--- config.mk ---
export PLATFORM = sky130hd
export DESIGN_NAME = sign_cost_cg_ctrl
export DESIGN_NICKNAME = d
export VERILOG_FILES = /design/src/rtl/cabac_rate_pkg.sv /design/src/rtl/sign_bit_cost.sv /design/src/rtl/sign_cost_cg_ctrl.sv
export SDC_FILE = /design/constraint.sdc
export NUM_CORES = 1
export LEC_CHECK = 0
export ABC_AREA = 1
export CAP_MARGIN = 20
export CORE_ASPECT_RATIO = 0.8
export CORE_MARGIN = 8
export CORE_UTILIZATION = 55
export CTS_BUF_LIST = sky130_fd_sc_hd__clkbuf_8
export DETAILED_ROUTE_END_ITERATION = 10
export PLACE_DENSITY_LB_ADDON = 0.2
export SYNTH_ARGS = -nofsm -noshare
export SYNTH_HDL_FRONTEND = slang
export SYNTH_SLANG_ARGS = --single-unit
--- constraint.sdc ---
create_clock -name clk -period 4.38 [get_ports clk]
set_clock_uncertainty 0.05 [all_clocks]
set_input_delay 1.095 -clock clk [delete_from_list [all_inputs] [get_ports clk]]
set_output_delay 1.095 -clock clk [all_outputs]
set_load 0.005 [all_outputs]
--- src/rtl/cabac_rate_pkg.sv ---
// Shared types and default constants for the CABAC rate-estimation blocks.
package cabac_rate_pkg;

    typedef enum logic [2:0] {
        S_IDLE,
        S_ACCEPT,
        S_EVAL,
        S_ISSUE,
        S_WAIT,
        S_OUTPUT
    } cg_state_e;

    localparam int          CG_SIZE_DEF       = 16;
    localparam int          SBH_THRESHOLD_DEF = 4;
    localparam logic [15:0] IEP_RATE_DEF      = 16'h8000;

endpackage

--- src/rtl/sign_bit_cost.sv ---
// Cost of one equiprobable sign bin; done fires the cycle after a start rising edge.
module sign_bit_cost
    import cabac_rate_pkg::*;
#(
    parameter logic [15:0] IEP_RATE = IEP_RATE_DEF
) (
    input  logic        clk,
    input  logic        rst_n,
    input  logic        start,
    output logic        done,
    output logic [15:0] cost
);

    logic start_q;

    always_ff @(posedge clk or negedge rst_n) begin
        if (!rst_n) begin
            start_q <= 1'b0;
            done    <= 1'b0;
        end else begin
            start_q <= start;
            done    <= start & ~start_q;
        end
    end

    assign cost = IEP_RATE;

endmodule

--- src/rtl/sign_cost_cg_ctrl.sv ---
// Per-CG sign-cost sequencer: collects the significance map, applies sign hiding,
// prices each coded sign through sign_bit_cost and returns the CG total.
module sign_cost_cg_ctrl
    import cabac_rate_pkg::*;
#(
    parameter logic [15:0] IEP_RATE      = IEP_RATE_DEF,
    parameter int          CG_SIZE       = CG_SIZE_DEF,
    parameter int          SBH_THRESHOLD = SBH_THRESHOLD_DEF,
    parameter int          ACC_W         = 32
) (
    input  logic             clk,
    input  logic             rst_n,
    input  logic             cg_start,
    input  logic             sdh_en,
    input  logic             coef_valid,
    output logic             coef_ready,
    input  logic             coef_nz,
    input  logic             coef_last,
    output logic             cost_valid,
    input  logic             cost_ready,
    output logic [ACC_W-1:0] cost_out,
    output logic [4:0]       sign_count,
    output logic             sdh_applied,
    output logic             busy
);

    localparam int IDX_W = $clog2(CG_SIZE);
    localparam logic [IDX_W:0]   SBH_TH   = SBH_THRESHOLD[IDX_W:0];
    localparam logic [IDX_W-1:0] IDX_LAST = IDX_W'(CG_SIZE - 1);

    cg_state_e         state, state_nx;
    logic              sdh_q;
    logic [IDX_W-1:0]  idx, first_nz, last_nz;
    logic [4:0]        nz_cnt, remaining, coded;
    logic [ACC_W-1:0]  acc, acc_nx;
    logic [IDX_W:0]    nz_span;
    logic              xfer, last_xfer, hide;
    logic              sbc_start, sbc_done;
    logic [15:0]       sbc_cost;

    assign coef_ready = (state == S_ACCEPT);
    assign cost_valid = (state == S_OUTPUT);
    assign busy       = (state != S_IDLE);
    assign sbc_start  = (state == S_ISSUE);

    assign xfer      = coef_valid & coef_ready;
    assign last_xfer = xfer & (coef_last | (idx == IDX_LAST));

    // Sign hiding only makes sense when at least two nonzeros are far enough apart.
    assign nz_span = {1'b0, last_nz} - {1'b0, first_nz};
    assign hide    = sdh_q && (nz_cnt >= 5'd2) && (nz_span >= SBH_TH);
    assign coded   = nz_cnt - {4'b0, hide};

    assign acc_nx = (state == S_WAIT && sbc_done)
                  ? acc + {{(ACC_W-16){1'b0}}, sbc_cost}
                  : acc;

    sign_bit_cost #(.IEP_RATE(IEP_RATE)) u_sbc (
        .clk   (clk),
        .rst_n (rst_n),
        .start (sbc_start),
        .done  (sbc_done),
        .cost  (sbc_cost)
    );

    always_comb begin
        state_nx = state;
        case (state)
            S_IDLE:   if (cg_start) state_nx = S_ACCEPT;
            S_ACCEPT: if (last_xfer) state_nx = S_EVAL;
            S_EVAL:   state_nx = (coded != 5'd0) ? S_ISSUE : S_OUTPUT;
            S_ISSUE:  state_nx = S_WAIT;
            S_WAIT:   if (sbc_done) state_nx = (remaining == 5'd1) ? S_OUTPUT : S_ISSUE;
            S_OUTPUT: if (cost_ready) state_nx = S_IDLE;
            default:  state_nx = S_IDLE;
        endcase
    end

    always_ff @(posedge clk or negedge rst_n) begin
        if (!rst_n) begin
            state       <= S_IDLE;
            sdh_q       <= 1'b0;
            nz_cnt      <= '0;
            remaining   <= '0;
            cost_out    <= '0;
            sign_count  <= '0;
            sdh_applied <= 1'b0;
        end else begin
            state <= state_nx;
            if (state == S_IDLE && cg_start) begin
                sdh_q  <= sdh_en;
                nz_cnt <= '0;
            end
            if (xfer && coef_nz) nz_cnt <= nz_cnt + 5'd1;
            if (state == S_EVAL) begin
                remaining   <= coded;
                sign_count  <= coded;
                sdh_applied <= hide;
            end
            if (state == S_WAIT && sbc_done) remaining <= remaining - 5'd1;
            if (state_nx == S_OUTPUT) cost_out <= acc_nx;
        end
    end

    // Datapath registers are always rewritten before use, so they carry no reset.
    always_ff @(posedge clk) begin
        if (state == S_IDLE && cg_start) begin
            idx      <= '0;
            first_nz <= '0;
            last_nz  <= '0;
        end
        if (xfer) begin
            idx <= idx + 1'b1;
            if (coef_nz) begin
                last_nz <= idx;
                if (nz_cnt == 5'd0) first_nz <= idx;
            end
        end
        acc <= (state == S_IDLE) ? '0 : acc_nx;
    end

endmodule

==> results of run 1 <==
[worst max path at each step]
| stage | endpoint | slack, ps | cells past startpoint |
|---|---|---|---|
| 3_3_place_gp | cost_out[20]$_DFFE_PN0N_ | 1420 | 16 |
| 5_1_grt | cost_out[20]$_DFFE_PN0N_ | 950 | 16 |
| 4_1_cts | cost_out[21]$_DFFE_PN0N_ | 1150 | 16 |
| 2_1_floorplan | cost_out[27]$_DFFE_PN0N_ | 1670 | 18 |
| 3_5_place_dp | cost_out[21]$_DFFE_PN0N_ | 1170 | 16 |
| 6_report | cost_out[21]$_DFFE_PN0N_ | 1160 | 16 |
[per-stage QoR]
| step | util [%] | power, mW |
|---|---|---|
| 3_5_place_dp | 62.3 | 1.72 |
| 5_1_grt | 66.2 | 2.53 |
| 3_3_place_gp | 62.3 | 1.69 |
| 2_1_floorplan | - | 1.48 |
| 6_report | 66.2 | 2.36 |
| 4_1_cts | 66.2 | 2.37 |
[worst max-delay path: cells and delay by family, from the launching register on]
kind	cells	cell delay (ps)
adder cells (fa/ha/maj)	4	970
AND/OR/NAND/NOR	7	830
AO/OA/AOI/OAI	1	490
XOR/XNOR	2	360
flip-flops	1	300
buffers and inverters	2	150
[registers in the layout, indices dropped and copies added (netlist names)]
register       flops
u_sbc.done         1
sdh_applied        1
last_nz            4
u_sbc.start_q      1
idx                4
sign_count         5
cost_out          17
nz_cnt             5
acc               17
first_nz           4
remaining          5
state              3
sdh_q              1
[logic make-up after synthesis]
kind of cell | Yosys count | synth area share [%]
compound gates | 47 | 6.89
simple gates | 268 | 31.3
fa+ha+maj | 14 | 4.98
xor+xnor | 11 | 2.63
other cells | 1 | 0.102
buf+inv | 82 | 10.6
flops | 68 | 43.5
[final cells by class]
type	instances	area, µm²
repair buffers	34	333
clock buffers	10	138
flip-flops and latches	68	1600
inverters	59	224
multi-input cells	355	1730
well taps	84	105
fillers	578	2170
clock inverters	6	111
[cells in the final DEF (no fill, tap or decap), drive strengths merged]
cell type        n
a21oi           16
a22oi            1
and2             3
and3             1
buf              2
bufinv           3
clkbuf          10
clkdlybuf4s50   32
clkinv           2
clkinvlp         1
conb            15
dfrtp           39
dfxtp           25
edfxtp           4
fa               1
ha              13
inv             59
nand2          177
nand3           30
nand3b           3
nand4            5
nor2            44
nor3             2
o211ai           2
o21ai           24
o22ai            3
o31ai            1
or2              3
xnor2            3
xor2             8
[where the power goes]
group / switching, mW / internal, mW
logic: 0.551 / 0.312
registers: 0.0908 / 0.764
clock network: 0.252 / 0.394
[per-layer routing]
layer  global-route usage, %  vias up
met1                    24.7     1392
met2                    26.0       81
met4                    6.62        0
met3                    5.69       13
met5                       0        -
li1                        -     1581
==> results.json, run 1 <==
{
  "route.met2.wl_mm": 3.23,
  "ant_nets": 0,
  "synth_top_area_share_pct": 26.6,
  "setup_viol": 0,
  "wl_met3_um": 513,
  "synthArstFlopShare_pct": 57.4,
  "final_cells": 616,
  "cts_resized": 0,
  "power_leakage_nw": 2.07,
  "drv_slew": 0,
  "die_h_um": 89.0,
  "nets": 549,
  "drcViolationCount": 0,
  "worstSetupStartpointType": "flip-flop",
  "top_layer": "met4",
  "overflow": 0,
  "ys_seq_area_share_pct": 43.5,
  "cts_root_buf": "clkbuf_8",
  "reg2reg_to": "cost_out[21]$_DFFE_PN0N_",
  "gp_congestion": 0.896,
  "clk_pin_slew_worst_paths_ps": 80,
  "die_x_um": 107,
  "hold_viol_final": 0,
  "dpl.hpwl_mm": 5.84,
  "worstMarginPinSlew_ps": 888,
  "ff2ff_setup_slack_ps": 1160,
  "htreeDepth": 3,
  "design_area_um2": 4240,
  "worst_hold_path.endpoint": "u_sbc.done$_DFF_PN0_",
  "power.density_nw_per_um2": 557,
  "cp.required_ps": 4620,
  "max_stage_delay_ps": 490,
  "vias_per_cell": 4.98,
  "netlist_instances": 491,
  "fmax_mhz": 311,
  "wirelength_mm": 8.02,
  "drt-initial-drc-count": 172,
  "ys_ff_latch": 68,
  "crit_start": "last_nz[0]$_DFF_P_",
  "synth_edf_count": 4,
  "synth_area_um2": 3670,
  "wl_met1_mm": 4.18,
  "cts_setup_buffers": 0,
  "fp.dieArea_um2": 9550,
  "cts_tree": "built",
  "cp_slowest_cell": "a21oi_2",
  "worstPathMaxFanout": 11,
  "ctsHoldBuffers": 0,
  "grt_max_degree": 40,
  "endpoint_kind": "flip-flop",
  "hold_path.class": "flip-flop to flip-flop",
  "io_pins": 49,
  "yosysTopAreaCell": "dfrtp_1",
  "antenna_found_initial": 0,
  "syn_to_final_growth_pct": 15.7,
  "clock-sinks": 68,
  "r2r_start": "last_nz[0]$_DFF_P_",
  "vias": 3067,
  "drv_cap": 0,
  "worstHoldStart": "u_sbc.start_q$_DFF_PN0_",
  "synthTopCellsByCount": "nand2_1 (171), inv_1 (56), dfrtp_1 (39), nor2_1 (39), nand3_1 (30)",
  "rsz0062_at_grt": "false",
  "dpl_worst_slack_ps": 1170,
  "fp-row-count": 26,
  "cpMostUsedCell": "nand2_1",
  "status": "finished clean",
  "avgRoutedWirePerCell_um": 13.0,
  "finalSetupTns_ps": 0,
  "synth_area_leaders": "dfrtp_1 (27%), nand2_1 (18%), dfxtp_1 (14%)",
  "place_area_um2": 3990,
  "insertion_delay_ps": 350,
  "critPathKind": "flip-flop to flip-flop",
  "yosysWarningCount": 0,
  "synth-main-ff-cell": "dfrtp_1",
  "finalCritPeriodShare_pct": 73.4,
  "avgSynthCellArea_um2": 7.47,
  "cp_cell_sequence": "inv_1, ha_1, inv_1, fa_1, xnor2_1, nand3_1, and3_1, ha_1, ha_1, xnor2_1, nand2_1, nor2_1, nand2_1, a21oi_2, nand2_1, nand2_1",
  "worst_hold_slack_ps": 358,
  "vdd_drop_max_mv": 0.337,
  "track_usage_pct": 18.1,
  "grt_pass1_vias": 2969,
  "cts_inserted_buffers": 9,
  "yosys.cell_count.top_type": "nand2_1",
  "num_antenna_cells": 0,
  "drive_above_1_share_pct": 7.14,
  "period_minus_slack_ps": 3220,
  "cts_buffer_depth": 2,
  "synth_cell_type_count": 37,
  "dp_cells": 600,
  "start_util_pct": 57.2,
  "worst-r2r-cell-count": 16,
  "port_buffers": 33,
  "slew_headroom_pct": 40.8,
  "core_um2": 6410,
  "layout_setup_ws_ps": 1160,
  "holdPathStages": 1,
  "worstPathArrival_ps": 3450,
  "first_pass_iters": 4,
  "grt_first_pass_wirelength_mm": 13.7
}
No activity file was read; power rests on OpenSTA's default activity.
==> run 2, diff against run 1 <==
==> constraint.sdc (replaced) <==
create_clock -name clk -period 3.33 [get_ports clk]
set_clock_uncertainty 0.05 [all_clocks]
set_input_delay 0.8325 -clock clk [delete_from_list [all_inputs] [get_ports clk]]
set_output_delay 0.8325 -clock clk [all_outputs]
set_load 0.005 [all_outputs]
==> run 2 against run 1 <==
Net effect: register-to-register slack got worse by 870 ps; critical path depth is 2 higher; via count is 0.75% lower; maximum frequency grew 5.8%; flip-flop and latch count did not move; count of clock-buffer cells in the layout up 1.
==> results.json, run 2 (synthesis results as in run 1) <==
{
  "drv_cap": 0,
  "vias": 3044,
  "overflow": 0,
  "cts_root_buf": "clkbuf_8",
  "cts_buffer_depth": 2,
  "port_buffers": 33,
  "antenna_found_initial": 0,
  "rsz0062_at_grt": "false",
  "post-route-util_pct": 65.9,
  "clk_pin_slew_worst_paths_ps": 70,
  "io_pins": 49,
  "clock-sinks": 68,
  "hold_viol_final": 0,
  "cts_tree": "built",
  "design_area_um2": 4220,
  "die_h_um": 89.0,
  "start_util_pct": 57.2,
  "power.density_nw_per_um2": 709,
  "cp.required_ps": 3520,
  "reg.largest.list": "acc: 17 flops, cost_out: 17 flops",
  "die_x_um": 107,
  "core_um2": 6410,
  "dpl.hpwl_mm": 5.86,
  "grt_first_pass_wirelength_mm": 13.2,
  "wirelength_mm": 7.93,
  "power_leakage_nw": 2.06,
  "hold_path.class": "flip-flop to flip-flop",
  "fp-row-count": 26,
  "fill_cells": 570,
  "setup_viol": 0,
  "htreeDepth": 3,
  "period_minus_slack_ps": 3040,
  "worstPathArrival_ps": 3230,
  "critPathKind": "flip-flop to flip-flop",
  "max_stage_delay_ps": 370,
  "drv_slew": 0,
  "gp_congestion": 0.885,
  "insertion_delay_ps": 350,
  "cp_slowest_cell": "fa_1",
  "drcViolationCount": 0,
  "worst_hold_slack_ps": 371,
  "cts_inserted_buffers": 9,
  "drive_above_1_share_pct": 7.13,
  "first_pass_iters": 4,
  "grt_pass1_vias": 2847,
  "worstPathMaxFanout": 17,
  "status": "finished clean",
  "layout_commonest_cell": "nand2_1",
  "endpoint_kind": "flip-flop",
  "track_usage_pct": 17.5,
  "cpMostUsedCell": "nand2_1",
  "place_area_um2": 3990,
  "vias_per_cell": 4.93,
  "drt-initial-drc-count": 169,
  "final_cell_mix": "nand2_1 (171), inv_1 (57), nor2_1 (39), dfrtp_1 (39), clkdlybuf4s50_1 (32)",
  "grt_max_degree": 40,
  "finalCritPeriodShare_pct": 91.3,
  "avgRoutedWirePerCell_um": 12.9,
  "syn_to_final_growth_pct": 15.1,
  "fp.dieArea_um2": 9550,
  "cp_cell_sequence": "inv_1, ha_1, inv_1, fa_1, xnor2_1, nand3_1, and3_1, ha_1, ha_1, nand2_1, inv_1, nand2_1, nor2_1, nand2_1, nand2_4, nand2_4, nand2_1, nand2_1",
  "num_antenna_cells": 0,
  "finalSetupTns_ps": 0,
  "slew_headroom_pct": 39.9,
  "worstSetupStartpointType": "flip-flop",
  "ant_nets": 0,
  "fmax_mhz": 329,
  "vdd_drop_max_mv": 0.450,
  "ctsHoldBuffers": 0,
  "worstMarginPinSlew_ps": 901,
  "nets": 550
}
[run 2: changes by cell type in the layout (fill, tap and decap cells not counted), sizes merged]
| cell | change |
|---|---|
| bufinv | -2 |
| buf | +1 |
| clkbuf | +1 |
| inv | +1 |
[run 2: where the power goes]
group / internal (mW) / switching [mW] / total, mW
sequential: 1.00 / 0.121 / 1.13
combinational: 0.438 / 0.738 / 1.18
clock: 0.381 / 0.313 / 0.695
[run 2: what timing repair did]
item                                    4_1_cts  5_1_grt
endpoints found under the setup margin        0       11
gates resized for setup                       0        1
setup buffers                                 0        1
[run 2: worst max-delay path, delay by kind of cell, from the launching register on]
family | cells | cell delay (ps)
XOR/XNOR | 1 | 180
adder cells (fa/ha/maj) | 4 | 1060
buffers and inverters | 3 | 180
flip-flops | 1 | 300
AND/OR/NAND/NOR | 10 | 1160
[run 2: final timing paths]
path,start,endpoint,slack (ps),cells past startpoint
worst max-delay path,last_nz[0]$_DFF_P_,cost_out[29]$_DFFE_PN0N_,290,18
worst min-delay path,u_sbc.start_q$_DFF_PN0_,u_sbc.done$_DFF_PN0_,370,1
worst max register to register,last_nz[0]$_DFF_P_,cost_out[29]$_DFFE_PN0N_,290,18
worst min register to register,u_sbc.start_q$_DFF_PN0_,u_sbc.done$_DFF_PN0_,370,1
max in group asynchronous,rst_n,remaining[4]$_DFFE_PN0P_,2100,1
min in group asynchronous,rst_n,sign_count[3]$_DFFE_PN0P_,560,1
[run 2: stage by stage]
stage	power [mW]	std cells	setup WS, ps
finish	3.00	617	291
detailed placement	2.27	600	130
global placement	2.22	600	368
floorplan	1.94	505	621
global route	3.21	617	38.4
CTS	2.97	616	95.5
[run 2: per-layer routing]
metal  GRT usage [%]  up-vias  routed length, µm
li1                -     1587                  -
met1            23.8     1378               4080
met2            25.8       72               3220
met3            5.19        7                553
met4            5.73        0                 87
met5               0        -                  0
[run 2: layout make-up]
type                       instances  area [µm²]  area share [%]
multi-input combinational        355        1740            41.2
sequential                        68        1600            37.8
timing repair buffer              35         353            8.36
inverter                          59         224            5.30
clock buffer                      11         151            3.59
tap                               84         105            2.49
clock inverter                     5        51.3            1.21
==> run 3, diff against run 2 <==
--- a/config.mk
+++ b/config.mk
@@ -12,6 +12,7 @@
 export CORE_UTILIZATION = 55
 export CTS_BUF_LIST = sky130_fd_sc_hd__clkbuf_8
 export DETAILED_ROUTE_END_ITERATION = 10
+export GPL_TIMING_DRIVEN = 0
 export PLACE_DENSITY_LB_ADDON = 0.2
 export SYNTH_ARGS = -nofsm -noshare
 export SYNTH_HDL_FRONTEND = slang
==> run 3 against run 2 <==
Net effect: non-clock buffer count rose by 21; flip-flop and latch count did not move; count of clock-buffer cells in the layout fell by 2; global-route usage is 1.1 points higher; largest power group unchanged.
==> results.json, run 3 (synthesis results as in run 1) <==
{
  "status": "finished clean",
  "final_cell_mix": "nand2_1 (170), inv_1 (57), dfrtp_1 (39)",
  "drcViolationCount": 0,
  "switching_power_mw": 1.19,
  "grt_max_degree": 40,
  "cts_root_buf": "clkbuf_8",
  "die_h_um": 89.0,
  "ff2ff_setup_slack_ps": 250,
  "start_util_pct": 57.2,
  "layout_commonest_cell": "nand2_1",
  "critPathKind": "flip-flop to flip-flop",
  "vias": 3198,
  "grt_pass1_vias": 3145,
  "worstSetupStartpointType": "flip-flop",
  "syn_to_final_growth_pct": 19.2,
  "vias_per_cell": 5.01,
  "fmax_mhz": 325,
  "first_pass_iters": 5,
  "num_antenna_cells": 0,
  "insertion_delay_ps": 350,
  "wirelength_mm": 8.05,
  "drv_slew": 0,
  "finalCritPeriodShare_pct": 92.5,
  "overflow": 0,
  "rsz0062_at_grt": "false",
  "place_area_um2": 4150,
  "cts_buffer_depth": 2,
  "die_x_um": 107,
  "worst_hold_slack_ps": 354,
  "hold_viol_final": 0,
  "fp-row-count": 26,
  "fp.dieArea_um2": 9550,
  "clock-sinks": 68,
  "finalSetupTns_ps": 0,
  "clockPowerShare_pct": 24.1,
  "worstMarginPinSlew_ps": 864,
  "io_pins": 49,
  "internal_power_mw": 1.88,
  "nets": 571,
  "power_leakage_nw": 2.16,
  "clk_pin_slew_worst_paths_ps": 80,
  "vdd_drop_max_mv": 0.405,
  "drive_above_1_share_pct": 10.6,
  "ctsHoldBuffers": 0,
  "power.share.combinational_pct": 39.4,
  "dpl.hpwl_mm": 6.04,
  "drv_cap": 0,
  "ant_nets": 0,
  "cp.required_ps": 3520,
  "port_buffers": 33,
  "core_um2": 6410,
  "antenna_found_initial": 0,
  "track_usage_pct": 18.6,
  "reg.largest.list": "acc: 17 flops, cost_out: 17 flops",
  "period_minus_slack_ps": 3080,
  "worstPathArrival_ps": 3270,
  "cts_tree": "built",
  "grt_first_pass_wirelength_mm": 14.2,
  "endpoint_kind": "flip-flop",
  "cts_inserted_buffers": 9,
  "avgRoutedWirePerCell_um": 12.6,
  "p_sw_share_pct": 38.8,
  "seqPwrFrac_pct": 36.6,
  "hold_path.class": "flip-flop to flip-flop",
  "post-route-util_pct": 68.2,
  "htreeDepth": 3,
  "drt-initial-drc-count": 158,
  "worstPathMaxFanout": 10,
  "gp_congestion": 0.902,
  "power.density_nw_per_um2": 701,
  "setup_viol": 0,
  "design_area_um2": 4370,
  "slew_headroom_pct": 42.4
}
-- run 3: power groups by stage --
stage,combinational [mW],sequential [mW],clock (mW)
floorplan,0.829,1.11,0
global placement,1.15,1.12,0
detailed placement,1.18,1.13,0
CTS,1.19,1.12,0.753
global route,1.37,1.14,0.783
finish,1.21,1.12,0.738
-- run 3: what timing repair did --
action | 4_1_cts | 5_1_grt
gates resized for setup | 0 | 2
endpoints found under the hold margin | 0 | 0
endpoints found under the setup margin | 0 | 10
setup buffers | 0 | 0
-- run 3: worst paths after layout --
check                                             start                        to  depth (start not counted)
max in group asynchronous                         rst_n  cost_out[24]$_DFFE_PN0N_                          1
min in group asynchronous                         rst_n     nz_cnt[2]$_DFFE_PN0P_                          1
worst min-delay path            u_sbc.start_q$_DFF_PN0_      u_sbc.done$_DFF_PN0_                          1
worst max register to register       last_nz[0]$_DFF_P_  cost_out[27]$_DFFE_PN0N_                         18
worst min register to register  u_sbc.start_q$_DFF_PN0_      u_sbc.done$_DFF_PN0_                          1
worst max-delay path                 last_nz[0]$_DFF_P_  cost_out[27]$_DFFE_PN0N_                         18
-- run 3: metrics by stage --
stage               total power [mW]  setup WS (ps)  std cells
global route                    3.29           9.03        638
CTS                             3.06            151        638
floorplan                       1.94            621        505
global placement                2.27            271        622
finish                          3.06            250        638
detailed placement              2.32            151        622
-- run 3: layout make-up --
cell class / count / area, µm²
clock buffers: 9 / 124
flip-flops and latches: 68 / 1600
well taps: 84 / 105
repair buffers: 33 / 325
plain buffers: 23 / 165
multi-input cells: 355 / 1740
fillers: 571 / 2040
clock inverters: 7 / 92.6
inverters: 59 / 224
-- run 3: routing by layer --
layer / part of all wire, % / routed length (µm) / vias up / track usage [%]
li1: - / - / 1619 / -
met1: 48 / 3860 / 1464 / 23.2
met2: 42 / 3410 / 106 / 29.8
met3: 8.6 / 695 / 9 / 5.48
met4: 0.97 / 78 / 0 / 6.88
met5: 0 / 0 / - / 0
-- run 3: worst max-delay path, cell delays in order, from the launching register on --
cell     delay [ps]
dfxtp_1         300
inv_1            60
ha_1            140
inv_1            60
fa_1            380
xnor2_1         160
nand3_1         120
and3_1          170
ha_1            210
ha_1            230
xnor2_1         190
nand2_1          90
nor2_2          180
nand2_2         110
nand2_4         130
nand2_4         120
buf_6           170
nand2_1          60
nand2_1          50
